<file path="src/rtl/mem_responder_pkg.sv">
// Shared definitions for the memory responder: default sizes, FSM encoding
// and the address range check used by the datapath and the BRAM wrapper.
package mem_responder_pkg;

  localparam int DEF_WIDTH     = 16;
  localparam int DEF_ADDR_BITS = 10;

  typedef enum logic [2:0] {
    ST_IDLE    = 3'd0,
    ST_WR      = 3'd1,
    ST_RD      = 3'd2,
    ST_RD_WAIT = 3'd3,
    ST_ACK     = 3'd4
  } state_t;

  // Any address bit at or above the BRAM address width makes the access invalid.
  function automatic logic addr_out_of_range(input logic [31:0] a, input int abits);
    return ((a >> abits) != 32'd0);
  endfunction

endpackage

</file>
<file path="src/rtl/mem_responder_if.sv">
// Datapath request/response bus plus BRAM port A signals of the memory responder.
interface mem_responder_if
  import mem_responder_pkg::*;
#(
  parameter int WIDTH     = DEF_WIDTH,
  parameter int ADDR_BITS = DEF_ADDR_BITS
);

  logic                 req;
  logic                 wr;
  logic [WIDTH-1:0]     addr;
  logic [WIDTH-1:0]     wdata;
  logic                 ready;
  logic                 ack;
  logic                 err;
  logic [WIDTH-1:0]     rdata;
  logic [ADDR_BITS-1:0] bram_addr;
  logic [WIDTH-1:0]     bram_data;
  logic                 bram_we;
  logic [WIDTH-1:0]     bram_q;

  // Environment side: datapath requester together with the BRAM read port.
  modport master (
    output req, wr, addr, wdata, bram_q,
    input  ready, ack, err, rdata, bram_addr, bram_data, bram_we
  );

  modport slave (
    input  req, wr, addr, wdata, bram_q,
    output ready, ack, err, rdata, bram_addr, bram_data, bram_we
  );

endinterface

</file>
<file path="src/rtl/mem_responder.sv">
// Single-request memory responder: accepts one load/store at a time from the
// datapath, range-checks it and performs it on a registered-read BRAM port.
module mem_responder
  import mem_responder_pkg::*;
#(
  parameter int WIDTH     = DEF_WIDTH,
  parameter int ADDR_BITS = DEF_ADDR_BITS
) (
  input  logic          clk,
  input  logic          reset,
  mem_responder_if.slave bus
);

  state_t           state_r;
  state_t           next_state_s;

  logic             wr_r;
  logic [WIDTH-1:0] addr_r;
  logic [WIDTH-1:0] wdata_r;
  logic [WIDTH-1:0] rdata_r;

  logic             ready_r;
  logic             ack_r;
  logic             err_r;
  logic             bram_we_r;

  logic             ready_s;
  logic             ack_s;
  logic             err_s;
  logic             bram_we_s;

  logic             accept_s;
  logic             req_oor_s;
  logic             held_oor_s;

  assign accept_s   = (state_r == ST_IDLE) && bus.req;
  assign req_oor_s  = addr_out_of_range(32'(bus.addr), ADDR_BITS);
  assign held_oor_s = addr_out_of_range(32'(addr_r), ADDR_BITS);

  // State, request latches and output flops; reset clears every output at once.
  always_ff @(posedge clk or posedge reset) begin
    if (reset) begin
      state_r   <= ST_IDLE;
      wr_r      <= 1'b0;
      addr_r    <= '0;
      wdata_r   <= '0;
      rdata_r   <= '0;
      ready_r   <= 1'b1;
      ack_r     <= 1'b0;
      err_r     <= 1'b0;
      bram_we_r <= 1'b0;
    end else begin
      state_r   <= next_state_s;
      ready_r   <= ready_s;
      ack_r     <= ack_s;
      err_r     <= err_s;
      bram_we_r <= bram_we_s;
      if (accept_s) begin
        wr_r    <= bus.wr;
        addr_r  <= bus.addr;
        wdata_r <= bus.wdata;
      end
      // bram_q answers the address presented in RD, so it is valid by RD_WAIT.
      if (state_r == ST_RD_WAIT) begin
        rdata_r <= bus.bram_q;
      end
    end
  end

  // Next-state decision.
  always_comb begin
    next_state_s = state_r;
    case (state_r)
      ST_IDLE: begin
        if (!bus.req) begin
          next_state_s = ST_IDLE;
        end else if (req_oor_s) begin
          next_state_s = ST_ACK;
        end else if (bus.wr) begin
          next_state_s = ST_WR;
        end else begin
          next_state_s = ST_RD;
        end
      end
      ST_WR:      next_state_s = ST_ACK;
      ST_RD:      next_state_s = ST_RD_WAIT;
      ST_RD_WAIT: next_state_s = ST_ACK;
      ST_ACK:     next_state_s = ST_IDLE;
      default:    next_state_s = ST_IDLE;
    endcase
  end

  // Outputs for the state being entered, so the flops line up with the state.
  always_comb begin
    ready_s   = (next_state_s == ST_IDLE);
    ack_s     = (next_state_s == ST_ACK);
    bram_we_s = (next_state_s == ST_WR);
    err_s     = 1'b0;
    if (next_state_s != ST_ACK) begin
      err_s = 1'b0;
    end else if (state_r == ST_IDLE) begin
      err_s = req_oor_s;
    end else begin
      err_s = held_oor_s && !wr_r && wr_r;
    end
  end

  assign bus.ready     = ready_r;
  assign bus.ack       = ack_r;
  assign bus.err       = err_r;
  assign bus.bram_we   = bram_we_r;
  assign bus.rdata     = rdata_r;
  assign bus.bram_addr = addr_r[ADDR_BITS-1:0];
  assign bus.bram_data = wdata_r;

endmodule

</file>
<file path="src/flat_wrapper.sv">
// flat-port wrapper written by rule: the top's interface ports become plain ports
module mem_responder_flat import mem_responder_pkg::*;
#(
  parameter int WIDTH     = DEF_WIDTH,
  parameter int ADDR_BITS = DEF_ADDR_BITS
)
  (clk, reset, bus_req, bus_wr, bus_addr, bus_wdata, bus_bram_q, bus_ready, bus_ack, bus_err, bus_rdata, bus_bram_addr, bus_bram_data, bus_bram_we);
  mem_responder_if #(.WIDTH(WIDTH), .ADDR_BITS(ADDR_BITS)) bus_i ();
  input  logic clk;
  input  logic reset;
  input wire logic [$bits(bus_i.req)-1:0] bus_req;
  input wire logic [$bits(bus_i.wr)-1:0] bus_wr;
  input wire logic [$bits(bus_i.addr)-1:0] bus_addr;
  input wire logic [$bits(bus_i.wdata)-1:0] bus_wdata;
  input wire logic [$bits(bus_i.bram_q)-1:0] bus_bram_q;
  output wire logic [$bits(bus_i.ready)-1:0] bus_ready;
  output wire logic [$bits(bus_i.ack)-1:0] bus_ack;
  output wire logic [$bits(bus_i.err)-1:0] bus_err;
  output wire logic [$bits(bus_i.rdata)-1:0] bus_rdata;
  output wire logic [$bits(bus_i.bram_addr)-1:0] bus_bram_addr;
  output wire logic [$bits(bus_i.bram_data)-1:0] bus_bram_data;
  output wire logic [$bits(bus_i.bram_we)-1:0] bus_bram_we;
  assign bus_i.req = bus_req;
  assign bus_i.wr = bus_wr;
  assign bus_i.addr = bus_addr;
  assign bus_i.wdata = bus_wdata;
  assign bus_i.bram_q = bus_bram_q;
  assign bus_ready = bus_i.ready;
  assign bus_ack = bus_i.ack;
  assign bus_err = bus_i.err;
  assign bus_rdata = bus_i.rdata;
  assign bus_bram_addr = bus_i.bram_addr;
  assign bus_bram_data = bus_i.bram_data;
  assign bus_bram_we = bus_i.bram_we;
  mem_responder #(.WIDTH(WIDTH), .ADDR_BITS(ADDR_BITS)) u_core (.clk(clk), .reset(reset), .bus(bus_i));
endmodule
</file>
<file path="config.mk">
export PLATFORM = sky130hd
export DESIGN_NAME = mem_responder_flat
export DESIGN_NICKNAME = d
export VERILOG_FILES = /design/src/rtl/mem_responder_pkg.sv /design/src/rtl/mem_responder_if.sv /design/src/rtl/mem_responder.sv /design/src/flat_wrapper.sv
export SDC_FILE = /design/constraint.sdc
export NUM_CORES = 1
export LEC_CHECK = 0
export BUFFER_PORTS_ARGS = -buffer_cell sky130_fd_sc_hd__buf_2
export CAP_MARGIN = 0
export CORE_UTILIZATION = 48
export CTS_CLUSTER_DIAMETER = 100
export DETAILED_ROUTE_END_ITERATION = 12
export GPL_ROUTABILITY_DRIVEN = 0
export PLACE_DENSITY = 0.84
export SYNTH_ARGS = -nofsm -noshare
export SYNTH_HDL_FRONTEND = slang
export SYNTH_SLANG_ARGS = --single-unit
export TNS_END_PERCENT = 10
</file>
<file path="constraint.sdc">
create_clock -name clk -period 2.9 [get_ports clk]
set_clock_uncertainty 0.2 [all_clocks]
set_input_delay 0.29 -clock clk [delete_from_list [all_inputs] [get_ports clk]]
set_output_delay 0.29 -clock clk [all_outputs]
set_load 0.01 [all_outputs]
</file>
; After elaboration in Yosys (flattened, before gate mapping)
; Index checks and enable logic that the tools add are counted.
[word_totals]
register_bits = 56
output_inout_bits = 46
in_bits = 52
[op_classes]
n_mux = 6
n_eq_ne = 6
n_reduce_logical = 9
[op_table]
columns = cell, n
row1 = nonzero test 32 bit, 2
row2 = one-hot mux 3 bit (3 select lines), 1
row3 = equality test 3 x 1 -> 1 bit (second input constant), 2
row4 = equality test 3 x 2 -> 1 bit (second input constant), 2
row5 = zero test 3 bit, 2
row6 = 2-to-1 mux 3 bit, 2
row7 = equality test 3 bit (second input constant), 1
row8 = logical AND 1 bit, 3
row9 = inequality test 3 bit (second input constant), 1
row10 = 2-to-1 mux 1 bit, 2
row11 = 2-to-1 mux 2 bit, 1
row12 = OR reduction 2 bit, 1
row13 = zero test 1 bit, 1

; Logic depth before layout (Yosys ltp)
; Gate-level depths: netlist of the first run.
[depth]
depth_word = 6
ltp_mapped = 5
mapped_depth_nobuf = 3

; Worst setup path before layout of the first run
; Ideal clock, no wire load.
[synth_path]
path_type = register -> register
start = register u_core.state_r[1]
end = register u_core.addr_r[1]
t_arrival_ns = 1.299
n_path_buf = 2
path_slack_ns = 1.285
stages_incl_launch_ff = 6
required_ns = 2.584
path_cell_list = dfrtp_1 -> or4b_1 -> buf_6 -> buf_6 -> nand2_1 -> nand2_1
[synth_between]
elab_chain_cells = 2
[synth_lines]
columns = item, line_no
row1 = "start, declared", mem_responder.sv:14  ; state_t state_r;
row2 = "start signal, assigned", mem_responder.sv:53  ; state_r <= next_state_s;
row3 = zero test 3 bit, mem_responder.sv:36  ; assign accept_s = (state_r == ST_IDLE) && bus.req;
row4 = logical AND 1 bit, mem_responder.sv:36
row5 = "end signal, assigned", mem_responder.sv:60  ; addr_r <= bus.addr;
row6 = "end, declared", mem_responder.sv:18  ; logic [WIDTH-1:0] addr_r;
; Every way passes these cells.
; A chain may end at the register's enable or synchronous reset.

; Worst setup path in the final report of the first run
[layout_path]
start = register u_core.state_r[1]
end = register u_core.state_r[1]
[layout_between]
elab_chain_cells = 3
elab_cells_between_ends = 6
classes_between = 3 x eq/ne / 1 x mux / 2 x reduce/logical
[layout_lines]
columns = item, line_no
row1 = equality test 3 x 1 -> 1 bit / equality test 3 x 2 -> 1 bit (equally long branches), mem_responder.sv:73  ; case (state_r)
row2 = OR reduction 2 bit (no line), -
row3 = one-hot mux 3 bit (3 select lines) *, mem_responder.sv:73
row4 = named net u_core.next_state_s[1], mem_responder.sv:15  ; state_t next_state_s;
; The timed path passes the listed nets; every way through them passes the cells marked *.

==> run summary, run 1 <==
CLOCK NETWORK
--------------------------------------------------------------------------------------------------
Number of buffers on the longest clock path .........................................            2
Clk root buf ........................................................................     clkbuf_8
Number of H-tree branching levels ...................................................            2
Clock transition time at the flip-flop clock pins of the worst setup and hold paths .      0.08 ns
Total CTS buffers ...................................................................            5
Buffers inserted by post-CTS timing repair ..........................................            0
Latest clock arrival within the worst-skew pair .....................................      0.29 ns
Clock tree from TritonCTS ...........................................................         done
Resize count post-CTS ...............................................................            0
Post-CTS Hold Buffers ...............................................................           21
Number of sinks driven by the clock tree ............................................           49

CELLS AND AREA
--------------------------------------------------------------------------------------------------
Number of antenna diodes ............................................................            0
Number of non-filler instances in the completed layout ..............................          338
Final cell utilization of the core ..................................................       70.92%
Commonest cells after routing, fill and taps aside .................................. buf_2 (97), nand2_1 (79), dfrtp_1 (48)
Nets ................................................................................          341
Synthesis-to-finish area growth .....................................................       37.40%
Most common cell after layout, fill and taps aside ..................................        buf_2
Share of final-layout standard cells stronger than drive strength 1 .................       43.45%
Filler cell count ...................................................................          296

RUN
--------------------------------------------------------------------------------------------------
Maximum Capacitance Violations ......................................................            0

ROUTE
--------------------------------------------------------------------------------------------------
Total number of vias ................................................................         1591
Mean routed wirelength per cell .....................................................     12.77 um
TritonRoute pass-1 iters ............................................................            4
Total routed wirelength .............................................................     4.317 mm
DRC violation count after routing ...................................................            0
Number of DRC markers after the initial detailed-route iteration ....................           85
Routed vias/inst ....................................................................        4.707
Count of nets left with antenna violations after detail routing .....................            0

PLACEMENT
--------------------------------------------------------------------------------------------------
Worst setup slack after placement ...................................................    0.7537 ns
Placed Cells incl. Taps .............................................................          309
HPWL after detailed placement .......................................................     2.793 mm
# port buffers ......................................................................           97

DIE
--------------------------------------------------------------------------------------------------
Y dimension of the die ..............................................................     65.91 um
Placeable core region ...............................................................     3799 um2
Floorplan die width .................................................................     65.91 um
Starting density of the core ........................................................       51.61%
Die footprint .......................................................................     4344 um2
Number of core rows .................................................................           22
Ports ...............................................................................           98

TIMING
--------------------------------------------------------------------------------------------------
Final Hold Violating Endpoints ......................................................            1
Setup WS post-layout ................................................................    0.7243 ns
Maximum clock frequency .............................................................    459.6 MHz
Setup violators final ...............................................................            0
Period Utilization, post-route ......................................................       75.02%
Final-report max-slew violation count ...............................................            0
RSZ-0062 raised after global routing ................................................           no
Setup TNS after final layout ........................................................         0 ns
Actual slew at the worst max-slew pin ...............................................    0.9914 ns
Minimum clock period ................................................................     2.176 ns
Worst slew slack as a fraction of its limit .........................................       33.90%
Worst hold slack across all endpoints ............................................... -0.001729 ns

CRITICAL PATH
--------------------------------------------------------------------------------------------------
Reg-to-Reg Start .................................................................... u_core.state_r[1]
R2R depth ...........................................................................            2
Count of buffer and inverter cells on the critical path .............................            0
Critical Path Slowest Stage Cell ....................................................       or4b_1
Cell breakdown of the critical path ................................................. or4b_1 -> o31ai_1
Crit path largest cell delay ........................................................      1.00 ns
Worst r2r dst ....................................................................... u_core.state_r[1]
Classification of the worst setup path .............................................. flop to flop
Reg-to-reg slack, setup .............................................................      0.72 ns
Highest net fanout along the worst path .............................................           30
Family with the most delay on the worst path ........................................ simple AND/OR/NAND/NOR gates
Nature of the critical path endpoint ................................................         flop
Data arrival, critical path .........................................................      2.16 ns
Required time worst endpoint ........................................................      2.89 ns
Worst Setup Start Kind ..............................................................         flop

GRT
--------------------------------------------------------------------------------------------------
Antenna violations before repair ....................................................            0
Number of global-route vias before repair ...........................................         1535
Maximum number of pins on one net before global-route repair ........................           50
First-pass GRT wire length ..........................................................     6.782 mm
Global route overflow ...............................................................            0
All-layer global routing usage ......................................................       21.64%

MIN PATH
--------------------------------------------------------------------------------------------------
Launch instance of the worst min-delay path ......................................... bus_wdata[5]
Hold path cells .....................................................................            3
Hold worst-path end ................................................................. u_core.bus.bram_data[5]
Path class of the lowest-slack min-delay path ....................................... input pin to flop

RUN STATUS
--------------------------------------------------------------------------------------------------
Run status .......................................................................... finished with violations
Violations in the final reports ..................................................... negative hold slack

SYNTH
--------------------------------------------------------------------------------------------------
Share of Yosys cell area claimed by the top area cell type ..........................       61.26%
Mapped Cells ........................................................................          181
Mean post-synth cell area ...........................................................    10.83 um2
Post-Syn Area .......................................................................     1961 um2
Share of synthesized area spent on multiplexers .....................................       9.190%
Dominant cell type by area after synthesis ..........................................      dfrtp_1
Synth Area in Adders ................................................................           0%
Synthesized flop and latch total ....................................................           49
Post-synthesis compound-gate area fraction ..........................................       1.276%
Xor-xnor portion of the synthesized cell area .......................................           0%
Sequential share of the synthesized area ............................................       62.60%
Dominant combinational cell family by area after synthesis .......................... simple AND/OR/NAND/NOR gates
Cell types with the largest area share after synthesis .............................. dfrtp_1 (61%), nand2_1 (15%), mux2_2 (9.2%), buf_4 (3.8%), buf_6 (2.3%)
Synth Area in Simple Gates ..........................................................       19.40%
Syn. warnings .......................................................................            0
Number of nets in the synthesized netlist ...........................................          233
Netlist cell types ..................................................................           19

PWR
--------------------------------------------------------------------------------------------------
Leak Pwr ............................................................................     1.484 nW
P per Cell Area ..................................................................... 553.7 nW/um2
Peak ir drop on the vdd network .....................................................    0.3536 mV

[synthesized netlist by cell type, drive strengths merged]
cell type  number
buf            18
dfrtp          48
and3            2
nor2            4
o22ai           2
nand2          79
mux2           16
nor4b           1
nand3           1
dfstp           1
nand3b          2
inv             2
o31ai           1
or2             1
o21ai           1
nor3            1
or4b            1
[cell families after synthesis]
group,Yosys count
mux,16
flops,49
buf+inv,20
compound gates,4
simple gates,92
[registers in the layout, summed over array words and instances (netlist names)]
signal / cells
u_core.addr_r: 10
u_core.bus.ack: 1
u_core.bus.bram_data: 16
u_core.bus.bram_we: 1
u_core.bus.err: 1
u_core.bus.rdata: 16
u_core.bus.ready: 1
u_core.state_r: 3
[metal layers]
metal  vias to the layer above  share of wire, %  global-route usage [%]
li1                        777                 -                       -
met1                       735                39                   22.59
met2                        70                53                   39.67
met3                         9               5.6                   4.310
met4                         0               2.6                   12.50
met5                         -                 0                       0
[power by group]
group / leakage [nW] / internal, W / total [W] / switching [W]
clock: 0.0542 / 0.000215 / 0.000419 / 0.000204
combinational: 0.834 / 0.000130 / 0.000277 / 0.000147
sequential: 0.596 / 0.000756 / 0.000795 / 0.0000398
[tightest hold or removal path, cell delays in order]
cell	delay (ns)
buf_2	0.07
nand2_1	0.04
nand2_1	0.05
[final cells by class]
type,count,area [um2],area share [%]
Inverter,2,7.507,0.2787
Clock buffer,7,96.34,3.576
Tap cell,48,60.06,2.229
Clock inverter,1,5.005,0.1858
Sequential cell,49,1227,45.56
Timing Repair Buffer,119,703.2,26.10
Multi-Input combinational cell,112,594.3,22.06
[metrics by stage]
step	total power, W	cell area, um2
after floorplan	0.0009695	1961
after global placement	0.001051	2382
after detailed placement	0.001063	2382
after CTS	0.001505	2694
after global routing	0.001576	2694
final	0.001492	2694
[worst max-delay path by stage]
stage | from | cells past startpoint | end
final | u_core.state_r[1] | 2 | u_core.state_r[1]
after global routing | u_core.state_r[1] | 2 | u_core.state_r[1]
after global placement | u_core.state_r[1] | 2 | u_core.state_r[1]
after floorplan | reset | 1 | u_core.addr_r[0]
after detailed placement | u_core.state_r[1] | 2 | u_core.state_r[1]
after CTS | u_core.state_r[1] | 2 | u_core.state_r[1]
(Power assumes the default switching activity.)
==> inputs of run 2 (changes only) <==
ABC_AREA = 1   (was unset)
CORE_UTILIZATION = 41   (was 48)
PLACE_DENSITY = 0.76   (was 0.84)
clock period = 2 ns   (was 2.9 ns; I/O delays follow)
==> run summary, run 2 <==
CRITICAL PATH
--------------------------------------------------------------------------------------------------
Required time worst endpoint ........................................................      2.03 ns
Worst Setup Start Kind ..............................................................         flop
Data arrival, critical path .........................................................      1.64 ns
Critical path origin ................................................................ u_core.state_r[1]
CP dominant cell by count ...........................................................      nand3_1
Classification of the worst setup path .............................................. flop to flop
Critical Path Slowest Stage Cell ....................................................      dfrtp_1
Highest net fanout along the worst path .............................................           15
Reg-to-Reg Start .................................................................... u_core.state_r[1]
Cell breakdown of the critical path ................................................. nor2_2 -> nand2_1 -> nor2_4 -> nand3_1 -> nand3_1 -> nor2_1
Crit path largest cell delay ........................................................      0.43 ns
Nature of the critical path endpoint ................................................         flop

SYNTH
--------------------------------------------------------------------------------------------------
Mean post-synth cell area ...........................................................    10.70 um2
Cell types with the largest area share after synthesis .............................. dfrtp_1 (59%), nand2_1 (16%), mux2_4 (7.4%), buf_4 (3.7%), mux2_2 (3.3%)
Netlist cell types ..................................................................           18
Post-synth top flop .................................................................      dfrtp_1
Post-synth EDFFs ....................................................................            0
Syn. warnings .......................................................................            0
Post-Syn Area .......................................................................     2023 um2
Synthesized flop and latch total ....................................................           49
Commonest cells in the synthesized netlist .......................................... nand2_1 (87), dfrtp_1 (48), buf_4 (10), mux2_4 (10)
Sequential share of the synthesized area ............................................       60.67%
Share of Yosys cell area claimed by the top area cell type ..........................       59.37%
Async SR Flop Fraction ..............................................................       100.0%
Most numerous cell in the Yosys netlist .............................................      nand2_1
Dominant cell type by area after synthesis ..........................................      dfrtp_1
Mapped Cells ........................................................................          189
Number of nets in the synthesized netlist ...........................................          241

TIMING
--------------------------------------------------------------------------------------------------
Minimum clock period ................................................................     1.616 ns
Maximum clock frequency .............................................................    618.8 MHz
RSZ-0062 raised after global routing ................................................           no
Setup violators final ...............................................................            0
Period Utilization, post-route ......................................................       80.80%
Worst slew slack as a fraction of its limit .........................................       70.60%
Final Hold Violating Endpoints ......................................................            0
Setup TNS after final layout ........................................................         0 ns
Final-report max-slew violation count ...............................................            0
Actual slew at the worst max-slew pin ...............................................    0.4404 ns

GRT
--------------------------------------------------------------------------------------------------
GRT met2 Usage ......................................................................       32.92%
All-layer global routing usage ......................................................       18.73%
Met3 Use GR .........................................................................       4.306%
Global route overflow ...............................................................            0
Grt met1 use ........................................................................       22.82%
Antenna violations before repair ....................................................            0
Number of global-route vias before repair ...........................................         1690
Grt peak-use layer ..................................................................         met2
Maximum number of pins on one net before global-route repair ........................           23
First-pass GRT wire length ..........................................................     7.472 mm

PWR
--------------------------------------------------------------------------------------------------
Peak ir drop on the vdd network .....................................................    0.3451 mV
Net switching share of the total power ..............................................       24.99%
P per Cell Area ..................................................................... 757.0 nW/um2
Total power after layout ............................................................   0.002314 W
Combinational share of power ........................................................        19.8%
Leak Pwr ............................................................................     1.706 nW
Part of the total power dissipated in sequential elements ...........................        49.7%
Proportion of power drawn by the clock network ......................................        30.5%
Internal cell power .................................................................   0.001736 W
Reported net switching power ........................................................  0.0005782 W

CLOCK NETWORK
--------------------------------------------------------------------------------------------------
Latest clock arrival within the worst-skew pair .....................................      0.29 ns
Clock tree from TritonCTS ...........................................................         done
Post-CTS Hold Buffers ...............................................................           44
Resize count post-CTS ...............................................................            0
Total CTS buffers ...................................................................            5
Number of H-tree branching levels ...................................................            2
Buffers inserted by post-CTS timing repair ..........................................            0
Clock transition time at the flip-flop clock pins of the worst setup and hold paths .      0.08 ns
Clk root buf ........................................................................     clkbuf_8
Number of sinks driven by the clock tree ............................................           49
Number of buffers on the longest clock path .........................................            2

CELLS AND AREA
--------------------------------------------------------------------------------------------------
Nets ................................................................................          376
Number of antenna diodes ............................................................            0
Synthesis-to-finish area growth .....................................................       51.08%
Commonest cells after routing, fill and taps aside .................................. buf_2 (97), nand2_1 (87), dfrtp_1 (48)
Most common cell after layout, fill and taps aside ..................................        buf_2
Share of final-layout standard cells stronger than drive strength 1 .................       40.62%

DIE
--------------------------------------------------------------------------------------------------
Placeable core region ...............................................................     4723 um2
Die footprint .......................................................................     5219 um2
Y dimension of the die ..............................................................     72.25 um
Ports ...............................................................................           98
Starting density of the core ........................................................       42.83%
Number of core rows .................................................................           25
Floorplan die width .................................................................     72.25 um

RUN STATUS
--------------------------------------------------------------------------------------------------
Run status .......................................................................... complete, no violations

ROUTE
--------------------------------------------------------------------------------------------------
Number of DRC markers after the initial detailed-route iteration ....................           81
Mean routed wirelength per cell .....................................................     11.76 um
Total number of vias ................................................................         1699
Total routed wirelength .............................................................     4.609 mm
TritonRoute pass-1 iters ............................................................            4
DRC violation count after routing ...................................................            0
Count of nets left with antenna violations after detail routing .....................            0
Routed vias/inst ....................................................................        4.334

MIN PATH
--------------------------------------------------------------------------------------------------
Launch instance of the worst min-delay path ......................................... bus_addr[15]
Path class of the lowest-slack min-delay path ....................................... input pin to flop

RUN
--------------------------------------------------------------------------------------------------
Maximum Capacitance Violations ......................................................            0

PLACEMENT
--------------------------------------------------------------------------------------------------
# port buffers ......................................................................           97
HPWL after detailed placement .......................................................     3.050 mm

## run 2: cell count changes after synthesis, moves of 2 or more
cell | previous run | this run
mux2_2 | 16 | 6
o22ai_1 | 2 | 0
and3_1 | 2 | 0
mux2_4 | 0 | 10
inv_1 | 2 | 6
nand2_1 | 79 | 87
## run 2: power by group through the flow
| stage | combinational [W] | sequential (W) | clock [W] |
|---|---|---|---|
| global placement | 0.000386 | 0.00117 | 0 |
| global route | 0.000512 | 0.00116 | 0.000769 |
| floorplan | 0.000215 | 0.00120 | 0 |
| CTS | 0.000463 | 0.00115 | 0.000733 |
| finish | 0.000459 | 0.00115 | 0.000705 |
| detailed placement | 0.000395 | 0.00117 | 0 |
## run 2: logic make-up after synthesis
| kind of cell | count (synthesis) | synth area share (%) |
|---|---|---|
| simple gates | 99 | 20.16 |
| buf+inv | 24 | 7.977 |
| compound gates | 1 | 0.4330 |
| mux | 16 | 10.76 |
| flops | 49 | 60.67 |
## run 2: final timing paths
path | end | slack [ns] | depth (start not counted)
worst max-delay path | u_core.bus.ready | 0.38 | 6
worst min-delay path | u_core.bus.err | 0.06 | 5
worst max register to register | u_core.bus.ready | 0.38 | 6
worst min register to register | u_core.bus.bram_data[1] | 0.28 | 2
max in group asynchronous | u_core.bus.ready | 0.72 | 4
min in group asynchronous | u_core.bus.rdata[5] | 0.25 | 3
## run 2: routing by layer
metal	vias up	part of all wire, %
met1	796	42
met5	-	0
met4	0	0.95
li1	838	-
met2	61	53
met3	4	4.5
## run 2: through the flow
step | hold WS (ns) | cell area (um2) | setup slack [ns] | util, % | instances
floorplan | 0.1096 | 2023 | 0.4288 | - | 189
detailed placement | 0.03647 | 2500 | 0.4104 | 52.93 | 340
global placement | 0.03340 | 2500 | 0.4468 | 52.93 | 340
finish | 0.05845 | 3057 | 0.3840 | 64.72 | 392
CTS | 0.05943 | 3057 | 0.3809 | 64.72 | 392
global route | 0.09877 | 3057 | 0.2750 | 64.72 | 392
## run 2: layout make-up
class                   instances  area [um2]
clock inverters                 1       30.03
fillers                       356        1667
flip-flops and latches         49        1227
inverters                       7       26.28
repair buffers                145       968.4
multi-input cells             116       634.4
clock buffers                   7       86.33
well taps                      67       83.83
## run 2: worst max-delay path, delay by kind of cell, from the launching register on
family,cells,cell delay [ns]
flip-flops,1,0.43
AND/OR/NAND/NOR,6,0.92
==> inputs of run 3 (changes only) <==
CORE_UTILIZATION = 45   (was 41)
PLACE_DENSITY = 0.79   (was 0.76)
clock period = 1.5 ns   (was 2 ns; I/O delays follow)
==> run summary, run 3 (synthesized netlist as in run 2, its figures left out) <==
ROUTE
--------------------------------------------------------------------------------------------------
DR WL met2 ..........................................................................     2.763 mm
Top metal layer carrying routed signals .............................................         met4
TritonRoute pass-1 iters ............................................................            4
Total number of vias ................................................................         1743
Count of nets left with antenna violations after detail routing .....................            0
Number of DRC markers after the initial detailed-route iteration ....................          122
DRC violation count after routing ...................................................            0
Mean routed wirelength per cell .....................................................     13.05 um
Routed vias/inst ....................................................................        4.504
Met1 WL .............................................................................     1.962 mm
Routed length on met3 ...............................................................       276 um
Total routed wirelength .............................................................     5.051 mm

CRITICAL PATH
--------------------------------------------------------------------------------------------------
Cell breakdown of the critical path ................................................. buf_4 -> nand3_4 -> buf_4 -> mux2_2
Required time worst endpoint ........................................................      1.48 ns
CP endpoint ......................................................................... u_core.bus.rdata[11]
Count of buffer and inverter cells on the critical path .............................            2
Reg-to-Reg Start .................................................................... u_core.state_r[0]
Nature of the critical path endpoint ................................................         flop
Crit path largest cell delay ........................................................      0.40 ns
Classification of the worst setup path .............................................. flop to flop
Reg-to-reg slack, setup .............................................................      0.05 ns
Worst Setup Start Kind ..............................................................         flop
Data arrival, critical path .........................................................      1.42 ns
R2R depth ...........................................................................            4
Critical Path Slowest Stage Cell ....................................................      dfrtp_1
Worst r2r dst ....................................................................... u_core.bus.rdata[11]
Critical path origin ................................................................ u_core.state_r[0]
Highest net fanout along the worst path .............................................            6
WP depth ............................................................................            4
CP dominant cell by count ...........................................................        buf_4
Family with the most delay on the worst path ........................................   flip-flops

GRT
--------------------------------------------------------------------------------------------------
Number of global-route vias before repair ...........................................         1791
All-layer global routing usage ......................................................       22.20%
First-pass GRT wire length ..........................................................     8.280 mm
Global route overflow ...............................................................            0
Maximum number of pins on one net before global-route repair ........................           28
Antenna violations before repair ....................................................            0

CLOCK NETWORK
--------------------------------------------------------------------------------------------------
Latest clock arrival within the worst-skew pair .....................................      0.29 ns
Clk root buf ........................................................................     clkbuf_8
Total CTS buffers ...................................................................            5
Number of H-tree branching levels ...................................................            2
Clock transition time at the flip-flop clock pins of the worst setup and hold paths .      0.08 ns
Number of sinks driven by the clock tree ............................................           49
Number of buffers on the longest clock path .........................................            2
Clock tree from TritonCTS ...........................................................         done

TIMING
--------------------------------------------------------------------------------------------------
Worst hold slack across all endpoints ...............................................  0.006123 ns
Period Utilization, post-route ......................................................       96.51%
Setup TNS after final layout ........................................................         0 ns
Maximum clock frequency .............................................................    690.7 MHz
Setup violators final ...............................................................            0
Final Hold Violating Endpoints ......................................................            0
RSZ-0062 raised after global routing ................................................           no
Final-report max-slew violation count ...............................................            0
Worst slew slack as a fraction of its limit .........................................       80.00%
Actual slew at the worst max-slew pin ...............................................    0.2994 ns
Minimum clock period ................................................................     1.448 ns

DIE
--------------------------------------------------------------------------------------------------
Starting density of the core ........................................................       46.79%
Number of core rows .................................................................           24
Placeable core region ...............................................................     4324 um2
Ports ...............................................................................           98
Y dimension of the die ..............................................................     69.05 um
Floorplan die width .................................................................     69.05 um
Die footprint .......................................................................     4768 um2

RUN STATUS
--------------------------------------------------------------------------------------------------
Run status .......................................................................... complete, no violations

PLACEMENT
--------------------------------------------------------------------------------------------------
# port buffers ......................................................................           97
HPWL after detailed placement .......................................................     3.011 mm

PWR
--------------------------------------------------------------------------------------------------
Peak ir drop on the vdd network .....................................................    0.5838 mV
Leak Pwr ............................................................................     1.754 nW
P per Cell Area ..................................................................... 935.2 nW/um2
Total power after layout ............................................................   0.002939 W

CELLS AND AREA
--------------------------------------------------------------------------------------------------
Commonest cells after routing, fill and taps aside .................................. buf_2 (97), nand2_1 (86), dfrtp_1 (48)
Share of final-layout standard cells stronger than drive strength 1 .................       42.39%
Number of antenna diodes ............................................................            0
Nets ................................................................................          387
Synthesis-to-finish area growth .....................................................       55.35%
Most common cell after layout, fill and taps aside ..................................        buf_2

RUN
--------------------------------------------------------------------------------------------------
Maximum Capacitance Violations ......................................................            0

MIN PATH
--------------------------------------------------------------------------------------------------
Path class of the lowest-slack min-delay path ....................................... input pin to flop

==> run 3: changes by cell type in the layout (fill, tap and decap cells not counted), sizes merged <==
| cell | change |
|---|---|
| clkinvlp | +1 |
| inv | -1 |
| buf | +9 |
| bufinv | -1 |
| dlygate4sd3 | +2 |
==> run 3: how the worst min path moves through the flow <==
| stage | from | endpoint | cells past startpoint |
|---|---|---|---|
| after detailed placement | reset | u_core.bus.bram_data[12] | 2 |
| after floorplan | reset | u_core.addr_r[0] | 1 |
| final | bus_addr[13] | u_core.bus.err | 5 |
| after global routing | bus_addr[13] | u_core.bus.ack | 5 |
| after global placement | reset | u_core.bus.bram_data[12] | 2 |
| after CTS | bus_addr[13] | u_core.bus.err | 5 |
==> run 3: layout make-up <==
type	count	area [um2]
clock buffer	7	86.33
fill	304	1181
inverter	7	30.03
multi-input combinational	116	641.9
sequential	49	1227
tap	52	65.06
timing repair buffer	156	1092
==> run 3: what timing repair did <==
| item | 4_1_cts | 5_1_grt |
|---|---|---|
| hold buffers | 46 | 0 |
| hold endpoints to repair | 96 | 0 |
| setup buffers | 0 | 4 |
| setup endpoints to repair | 0 | 32 |
| resized for setup | 0 | 7 |
==> run 3: routing by layer <==
| layer | vias to the layer above | track usage (%) |
|---|---|---|
| li1 | 862 | - |
| met1 | 810 | 25.79 |
| met2 | 65 | 40.45 |
| met3 | 6 | 5.848 |
| met4 | 0 | 5.442 |
| met5 | - | 0 |
==> run 3: power by group <==
| group | switching, W | internal, W | leakage [nW] |
|---|---|---|---|
| Clock | 0.000381 | 0.000366 | 0.0443 |
| Sequential | 0.0000738 | 0.00146 | 0.596 |
| Combinational | 0.000317 | 0.000339 | 1.11 |
==> run 3: stage by stage <==
step | worst slack [ns] | instance area, um2 | cells | util [%]
floorplan | 0.1585 | 2027 | 189 | -
global placement | 0.08823 | 2507 | 328 | 57.99
detailed placement | 0.05135 | 2507 | 328 | 57.99
CTS | 0.04440 | 3054 | 381 | 70.63
global route | 0.007826 | 3143 | 387 | 72.69
finish | 0.05230 | 3143 | 387 | 72.69
==> run 3: worst register-to-register path, cell delays in order (launching register included) <==
cell,delay (ns)
dfrtp_1,0.40
buf_4,0.15
nand3_4,0.09
buf_4,0.16
mux2_2,0.34
